**src/rtl/imm_pkg.sv**
```systemverilog
// Shared types and opcode constants for the immediate-decode stage.
package imm_pkg;

  typedef enum logic [2:0] {
    FMT_R    = 3'd0,
    FMT_I    = 3'd1,
    FMT_S    = 3'd2,
    FMT_B    = 3'd3,
    FMT_U    = 3'd4,
    FMT_J    = 3'd5,
    FMT_NONE = 3'd7
  } imm_fmt_e;

  localparam logic [6:0] OPC_LUI     = 7'b0110111;
  localparam logic [6:0] OPC_AUIPC   = 7'b0010111;
  localparam logic [6:0] OPC_JAL     = 7'b1101111;
  localparam logic [6:0] OPC_JALR    = 7'b1100111;
  localparam logic [6:0] OPC_LOAD    = 7'b0000011;
  localparam logic [6:0] OPC_OPIMM   = 7'b0010011;
  localparam logic [6:0] OPC_OPIMM32 = 7'b0011011;
  localparam logic [6:0] OPC_SYSTEM  = 7'b1110011;
  localparam logic [6:0] OPC_FENCE   = 7'b0001111;
  localparam logic [6:0] OPC_STORE   = 7'b0100011;
  localparam logic [6:0] OPC_BRANCH  = 7'b1100011;
  localparam logic [6:0] OPC_OP      = 7'b0110011;
  localparam logic [6:0] OPC_OP32    = 7'b0111011;

  // Immediate is kept beside the entry because its width follows XLEN.
  typedef struct packed {
    logic        valid;
    logic [31:0] instr;
    imm_fmt_e    fmt;
    logic        illegal;
  } entry_t;

  localparam entry_t ENTRY_RESET = '{valid: 1'b0, instr: '0, fmt: FMT_NONE, illegal: 1'b0};

endpackage

```
**src/rtl/imm_extract.sv**
```systemverilog
// Combinational opcode classification and sign-extended immediate assembly.
module imm_extract
  import imm_pkg::*;
#(
  parameter int unsigned XLEN    = 32,
  parameter bit          EN_OP32 = 1'b0
) (
  input  logic [31:0]     instr,
  output imm_fmt_e        fmt,
  output logic [XLEN-1:0] imm,
  output logic            illegal
);

  logic [31:0] imm32;

  always_comb begin
    fmt = FMT_NONE;
    case (instr[6:0])
      OPC_LUI, OPC_AUIPC: fmt = FMT_U;
      OPC_JAL:            fmt = FMT_J;
      OPC_JALR, OPC_LOAD, OPC_OPIMM, OPC_SYSTEM, OPC_FENCE: fmt = FMT_I;
      OPC_OPIMM32:        if (EN_OP32) fmt = FMT_I;
      OPC_STORE:          fmt = FMT_S;
      OPC_BRANCH:         fmt = FMT_B;
      OPC_OP:             fmt = FMT_R;
      OPC_OP32:           if (EN_OP32) fmt = FMT_R;
      default:            fmt = FMT_NONE;
    endcase
    illegal = (fmt == FMT_NONE);

    imm32 = '0;
    case (fmt)
      FMT_I:   imm32 = {{20{instr[31]}}, instr[31:20]};
      FMT_S:   imm32 = {{20{instr[31]}}, instr[31:25], instr[11:7]};
      FMT_B:   imm32 = {{19{instr[31]}}, instr[31], instr[7], instr[30:25], instr[11:8], 1'b0};
      FMT_J:   imm32 = {{11{instr[31]}}, instr[31], instr[19:12], instr[20], instr[30:21], 1'b0};
      FMT_U:   imm32 = {instr[31:12], 12'b0};
      default: imm32 = '0;
    endcase
  end

  assign imm = XLEN'($signed(imm32));

endmodule

```
**src/rtl/imm_decode_stage.sv**
```systemverilog
// Registered immediate-decode stage: decode before capture, main + skid register, FIFO order.
module imm_decode_stage
  import imm_pkg::*;
#(
  parameter int unsigned XLEN    = 32,
  parameter bit          EN_OP32 = 1'b0
) (
  input  logic            clk,
  input  logic            rst_n,
  input  logic            flush,
  input  logic            in_valid,
  output logic            in_ready,
  input  logic [31:0]     in_instr,
  output logic            out_valid,
  input  logic            out_ready,
  output logic [31:0]     out_instr,
  output logic [XLEN-1:0] out_imm,
  output logic [2:0]      out_fmt,
  output logic            out_illegal
);

  entry_t          main_q, main_d, skid_q, skid_d, new_e;
  logic [XLEN-1:0] main_imm_q, main_imm_d, skid_imm_q, skid_imm_d, new_imm;
  logic            in_ready_q, in_ready_d;
  imm_fmt_e        dec_fmt;
  logic            dec_illegal;
  logic            accept, emit;

  imm_extract #(
    .XLEN    (XLEN),
    .EN_OP32 (EN_OP32)
  ) u_extract (
    .instr   (in_instr),
    .fmt     (dec_fmt),
    .imm     (new_imm),
    .illegal (dec_illegal)
  );

  assign accept = in_valid && in_ready_q;
  assign emit   = main_q.valid && out_ready;

  always_comb begin
    new_e      = '{valid: 1'b1, instr: in_instr, fmt: dec_fmt, illegal: dec_illegal};
    main_d     = main_q;
    main_imm_d = main_imm_q;
    skid_d     = skid_q;
    skid_imm_d = skid_imm_q;

    if (flush) begin
      main_d.valid = 1'b0;
      skid_d.valid = 1'b0;
    end else if (emit || !main_q.valid) begin
      // Main slot frees this cycle: the older skid entry advances first to keep FIFO order.
      if (skid_q.valid) begin
        main_d       = skid_q;
        main_imm_d   = skid_imm_q;
        skid_d.valid = 1'b0;
        if (accept) begin
          skid_d     = new_e;
          skid_imm_d = new_imm;
        end
      end else if (accept) begin
        main_d     = new_e;
        main_imm_d = new_imm;
      end else begin
        main_d.valid = 1'b0;
      end
    end else if (accept) begin
      skid_d     = new_e;
      skid_imm_d = new_imm;
    end

    in_ready_d = !skid_d.valid;
  end

  always_ff @(posedge clk or negedge rst_n) begin
    if (!rst_n) begin
      main_q     <= ENTRY_RESET;
      skid_q     <= ENTRY_RESET;
      main_imm_q <= '0;
      skid_imm_q <= '0;
      in_ready_q <= 1'b1;
    end else begin
      main_q     <= main_d;
      skid_q     <= skid_d;
      main_imm_q <= main_imm_d;
      skid_imm_q <= skid_imm_d;
      in_ready_q <= in_ready_d;
    end
  end

  assign in_ready    = in_ready_q;
  assign out_valid   = main_q.valid;
  assign out_instr   = main_q.instr;
  assign out_imm     = main_imm_q;
  assign out_fmt     = main_q.fmt;
  assign out_illegal = main_q.illegal;

endmodule

```
**config.mk**
```make
export PLATFORM = sky130hd
export DESIGN_NAME = imm_decode_stage
export DESIGN_NICKNAME = d
export VERILOG_FILES = /design/src/rtl/imm_pkg.sv /design/src/rtl/imm_extract.sv /design/src/rtl/imm_decode_stage.sv
export SDC_FILE = /design/constraint.sdc
export NUM_CORES = 1
export LEC_CHECK = 0
export CORE_MARGIN = 2
export CORE_UTILIZATION = 35
export DETAILED_ROUTE_END_ITERATION = 12
export SETUP_SLACK_MARGIN = 0.1
export SKIP_CTS_REPAIR_TIMING = 1
export SLEW_MARGIN = 5
export SYNTH_ARGS = -nofsm -noshare
export SYNTH_HDL_FRONTEND = slang
export SYNTH_SLANG_ARGS = --single-unit
```
**constraint.sdc**
```tcl
create_clock -name clk -period 1.7 [get_ports clk]
set_input_delay 0.255 -clock clk [delete_from_list [all_inputs] [get_ports clk]]
set_output_delay 0.255 -clock clk [all_outputs]
set_load 0.01 [all_outputs]
```
==> metrics.md, run 1 <==
| Metric | Value |
|---|---|
| Slew @ Worst Pin | `0.460 ns` |
| FMAX | `roughly 550 MHz` |
| Synth Cell Area | `approximately 0.0064 sq mm` |
| Worst R2R Path Depth | `8` |
| GRT Overall Usage | `0.191` |
| Worst ir drop on vdd | `736 uV` |
| Async set-reset flop share out of synthesis | `1.00` |
| Fin. Hold Viols | `0` |
| Final HPWL DP | `12900 microns` |
| Status | `complete, but fails checks` |
| Cts bufs inserted | `17` |
| Type of origin of the critical path | `flop` |
| Vias | `5981` |
| Max-Cap Viols | `0` |
| Initial antenna violation count | `0` |
| Reg2reg end | `skid_q[22]$_DFFE_PN0P_` |
| R2R Path Start | `in_ready$_DFF_PN1_` |
| Clock Path Buffers | `2` |
| Avg Inst Size Synth | `approximately 9.5 sq um` |
| WP data arrival | `2.14 ns` |
| Min-delay src | `in_instr[0]` |
| Grt ovf | `0` |
| CP endpoint | `skid_q[22]$_DFFE_PN0P_` |
| Top_reg_cell synth | `dfrtp_1` |
| Setup ws final | `-0.126 ns` |
| Clock skew | `0.00711 ns` |
| Core Rows | `49` |
| Crit path from | `in_ready$_DFF_PN1_` |
| Ports | `around 110` |
| Pwr dens | `1020 mW/mm^2` |
| Core area | `0.0180 sq mm` |
| Endpoints failing setup | `between 60 and 70` |
| Layout area overhead | `62.2%` |
| Synth area leader | `dfrtp_1` |
| Placed insts | `1046` |
| Max transition margin | `0.693` |
| Nets | `roughly 920` |
| Failing checks | `setup timing` |
| Hold WC Path Type | `input port to flop` |
| Initial core utilization | `0.357` |
| Worst-skew pair later-pin latency | `about 0.42 ns` |
| LEAKAGE | `5.35 nW` |
| Setup Crit Path Kind | `flop to flop` |
| ANT cells | `0` |
| CTS clock-pin slew for the worst setup and hold paths | `0.06 ns` |
| Die area | `0.0195 sq mm` |
| CTS sink count | `139` |
| Vias/cell | `5.33` |
| H-tree Lvls | `4` |
| Mapped Cells | `678` |
| Non-Filler Instances | `1122` |
| RSZ-0062 raised after global routing | `yes` |
| Final WL | `23100 microns` |
| Final Cycle Share | `1.07` |
| Routability congestion estimate | `approximately 0.8` |
| Yosys cell types | `51` |
| Leading post-synthesis cells by cell area | `dfrtp_1, nand2_1, a21oi_1` |
| Post-synth EDFFs | `0` |
| Layout cells sized above 1 | `0.349` |
| Final Max Tran Viols | `0` |
| Post-synth top area share | `0.513` |
| Final hold slack | `0.286 ns` |
| Fin crit period | `about 1.8 ns` |
| First-pass GRT wire length | `29400 microns` |
| Root buffer cell | `clkbuf_16` |
| Number of fill cells | `1517` |
| DRT iter0 DRCs | `368` |
| Die height | `140 microns` |
| Die width | `140 microns` |
| Most frequent cell after synthesis | `nand2_1` |
| Synth Warn # | `0` |
| Synth top cells by count | `nand2_1, dfrtp_1, a21oi_1, o21ai_0, nor2_1` |
| ANT nets after route | `0` |
| Total power | `10.6 mW` |
| Crit-path max FO | `8` |
| Routed len/inst | `20.6 microns` |
| Drt drc | `0` |
| Reg-to-reg slack, setup | `-0.13 ns` |
| Final Core Density | `0.580` |
| Register area share after synthesis | `0.542` |
| IO Port Bufs | `106` |
| Worst path required time | `2.01 ns` |
| Flops & latches, synth | `139` |
| Vias in the first global route | `5606` |
| Largest net degree at the start of global routing | `53` |
| CTS tree | `done` |
| Crit end category | `flop` |
| Syn_nets | `715` |
| Number of detailed-route iterations in the first pass | `4` |
==> state kept, by name, summed over array words and instances, names as in the netlist <==
signal and count:
in_ready 1, out_fmt 3, out_illegal 1, out_imm 32, out_instr 32, out_valid 1, skid_imm_q 32, skid_q 37
==> metrics by stage <==
step	instance area, sq um	setup slack [ns]	TNS, ns
after global routing	10400	-0.162	-6.17
after global placement	8280	-0.692	-54.19
final	10400	-0.126	-3.04
after floorplan	6520	0.0397	0
after CTS	8810	-0.377	-18.05
after detailed placement	8280	-0.747	-57.71
==> worst max-delay path, cell delays in order (launching register included) <==
cell and delay [ns]:
dfstp_2 0.54, buf_4 0.11, nand2_2 0.06, or3_4 0.40, buf_12 0.18, buf_4 0.14, buf_8 0.14, nand2_1 0.09
nand2_1 0.07
==> power breakdown <==
group / switching (mW) / internal (mW) / total [mW]
combinational: 1.34 / 1.34 / 2.67
clock: 1.41 / 2.04 / 3.45
sequential: 0.486 / 4.00 / 4.49
==> how the worst min path moves through the flow <==
stage	endpoint	slack [ns]	cells after the start
after floorplan	out_illegal$_DFFE_PN0P_	-0.04	0
after global placement	out_instr[13]$_DFFE_PN0P_	0.20	1
final	skid_q[4]$_DFFE_PN0P_	0.29	4
after global routing	skid_q[4]$_DFFE_PN0P_	0.31	4
after detailed placement	out_instr[13]$_DFFE_PN0P_	0.20	1
after CTS	out_imm[15]$_DFFE_PN0P_	-0.25	1
==> kinds of logic after synthesis <==
kind of cell	after synthesis	share of synthesized area
muxes	33	0.0513
AOI/OAI and AO/OA	193	0.180
DFF	139	0.542
buffers and inverters	81	0.0637
xor gates and xnor gates	1	0.00136
and+or+nand+nor	230	0.161
adders and majority gates	1	0.00155
==> routing by layer <==
metal	GRT usage	part of all wire
met5	0	0
met1	0.241	0.41
met3	0.0492	0.060
met2	0.325	0.51
met4	0.0589	0.022
==> final cells by class <==
class                           count  area (sq um)  share of cell area
Clock buffer                       24           462              0.0442
Clock inverter                      8          71.3             0.00683
Inverter                           33           124              0.0119
Multi-Input combinational cell    461          3290               0.315
Sequential cell                   139          3490               0.334
Tap cell                          229           287              0.0274
Timing Repair Buffer              228          2720               0.260
==> cells in the final DEF, fill, tap and decap left out, drive strengths merged, types with 2 or more instances in the layout <==
cell             n
dfstp            7
o2bb2ai          5
nand3b           2
o21ai           54
clkbuf          39
a21oi           88
dfrtp          132
buf            108
and3             7
mux2i           33
a211oi           2
a31oi           15
and2             3
a22o             9
a221o            5
inv             33
nand2          154
or3              4
a22oi            5
dlymetal6s2s    72
o211ai           3
nor2            38
nand3            9
nor3             7
nand2b           3
clkdlybuf4s50   32
clkinv           6
nor2b            2
No activity file was read; power rests on OpenSTA's default activity.
==> run 2: changes to the inputs <==
Settings changed: CORE_UTILIZATION 35 to 48, PLACE_DENSITY_LB_ADDON from default to 0.05, RECOVER_POWER from default to 100.
==> run 2 against run 1 <==
Net effect: clock skew fell by 0.00059 ns; non-clock buffer count is 10 lower; count of clock-buffer cells in the layout is 3 lower; cell count shrank 5.7%; register-to-register slack lost 0.07 ns; the run still ends with setup timing left; worst setup slack lost 0.067 ns; first-iteration DRC count is 29% higher; highest routed layer unchanged; die area down 26%; cell area is 4.6% lower.
==> metrics.md, run 2 (synthesized netlist as in run 1, its figures left out) <==
| Metric | Value |
|---|---|
| Status | `complete, but fails checks` |
| Failing checks | `setup timing` |
| Worst path required time | `2.06 ns` |
| R2R Path Start | `in_ready$_DFF_PN1_` |
| Slew @ Worst Pin | `0.969 ns` |
| Crit end category | `flop` |
| CTS sink count | `139` |
| Routed len/inst | `about 21 microns` |
| TNS Setup | `-6.55 ns` |
| H-tree Lvls | `4` |
| Setup ws final | `-0.193 ns` |
| First-pass GRT wire length | `28600 microns` |
| Nets | `906` |
| Ports | `roughly 110` |
| Crit-path max FO | `6` |
| Die width | `about 120 microns` |
| FMAX | `528 MHz` |
| Layout area overhead | `54.7%` |
| Non-Filler Instances | `1058` |
| WP data arrival | `2.26 ns` |
| Die height | `120 microns` |
| Type of origin of the critical path | `flop` |
| Crit path from | `in_ready$_DFF_PN1_` |
| Most common cell after layout, fill and taps aside | `dfrtp_1` |
| Most flops, register | `skid_q` |
| CTS tree | `done` |
| GRT Overall Usage | `0.257` |
| Fin. Hold Viols | `0` |
| Vias | `6042` |
| Core Rows | `42` |
| Routability congestion estimate | `approximately 0.94` |
| Number of detailed-route iterations in the first pass | `7` |
| ANT nets after route | `0` |
| Clock skew | `approximately 0.0065 ns` |
| Max-Cap Viols | `0` |
| CTS clock-pin slew for the worst setup and hold paths | `roughly 0.060 ns` |
| Final Max Tran Viols | `0` |
| DRT iter0 DRCs | `475` |
| Number of fill cells | `888` |
| Vias/cell | `between 5 and 6` |
| RSZ-0062 raised after global routing | `yes` |
| Max transition margin | `0.354` |
| Largest net degree at the start of global routing | `75` |
| Vias in the first global route | `between 5000 and 6000` |
| Cts bufs inserted | `17` |
| Worst-skew pair later-pin latency | `0.43 ns` |
| Core area | `0.0132 sq mm` |
| Drt drc | `0` |
| LEAKAGE | `5.04 nW` |
| Worst R2R Path Depth | `8` |
| Hold WC Path Type | `input port to flop` |
| Layout cells sized above 1 | `0.299` |
| Fin crit period | `roughly 1.9 ns` |
| Clock Path Buffers | `2` |
| Reg-to-reg slack, setup | `-0.19 ns` |
| Max reg flops | `37` |
| Reg2reg end | `out_imm[5]$_DFFE_PN0P_` |
| Root buffer cell | `clkbuf_16` |
| Initial core utilization | `0.488` |
| Pwr dens | `between 1000 and 1500 mW/mm^2` |
| Die area | `0.0144 sq mm` |
| Placed insts | `982` |
| Final HPWL DP | `12000 microns` |
| Grt ovf | `0` |
| ANT cells | `0` |
| Initial antenna violation count | `0` |
| Final WL | `22200 microns` |
| CP endpoint | `out_imm[5]$_DFFE_PN0P_` |
| Setup Crit Path Kind | `flop to flop` |
| Most frequent cells in the layout | `dfrtp_1, nand2_1, buf_4` |
| IO Port Bufs | `106` |
| Endpoints failing setup | `94` |
| Worst ir drop on vdd | `618 uV` |
| Final Cycle Share | `1.11` |
[run 2: power breakdown]
| part | switching (mW) | internal [mW] |
|---|---|---|
| registers | 0.440 | 4.00 |
| logic | 1.23 | 1.24 |
| clock network | 1.42 | 2.30 |
[run 2: metal layers]
layer / vias up / wire length (microns) / global-route usage
met5: - / 0 / 0
met2: 263 / 11100 / 0.424
met1: 3021 / 9080 / 0.328
li1: 2705 / - / -
met3: 53 / 1390 / 0.0604
met4: 0 / 590 / 0.105
[run 2: worst max-delay path, stage by stage, from the launching register on]
cell	delay, ns
dfstp_2	0.54
buf_6	0.10
a21oi_4	0.07
nor3_4	0.25
nand2b_4	0.09
buf_6	0.12
buf_6	0.12
nor3_4	0.33
a221o_1	0.21
[run 2: worst min path at each step]
stage | start | end | slack (ns) | depth (start not counted)
2_1_floorplan | rst_n | out_illegal$_DFFE_PN0P_ | -0.04 | 0
3_3_place_gp | rst_n | skid_q[8]$_DFFE_PN0P_ | 0.18 | 1
3_5_place_dp | rst_n | out_instr[5]$_DFFE_PN0P_ | 0.19 | 1
4_1_cts | rst_n | out_instr[5]$_DFFE_PN0P_ | -0.26 | 1
5_1_grt | in_instr[0] | skid_q[4]$_DFFE_PN0P_ | 0.18 | 3
6_report | in_instr[0] | skid_q[4]$_DFFE_PN0P_ | 0.18 | 3
[run 2: final cells by class]
class                      count  area (sq um)  share of cell area
clock buffer                  21           480              0.0482
clock inverter                11           118              0.0118
inverter                      33           124              0.0124
multi-input combinational    460          3010               0.302
sequential                   139          3490               0.350
tap                          176           220              0.0221
timing repair buffer         218          2520               0.253
[run 2: per-stage QoR]
stage	total power, mW	hold WS (ns)	util	cell area (sq um)	worst slack [ns]
after floorplan	5.39	-0.0406	-	6520	0.0397
after global placement	6.41	0.181	0.613	8080	-0.646
after detailed placement	6.50	0.188	0.613	8080	-0.757
after CTS	10.2	-0.260	0.658	8680	-0.337
after global routing	11.1	0.178	0.755	9960	-0.274
final	10.6	0.184	0.755	9960	-0.193
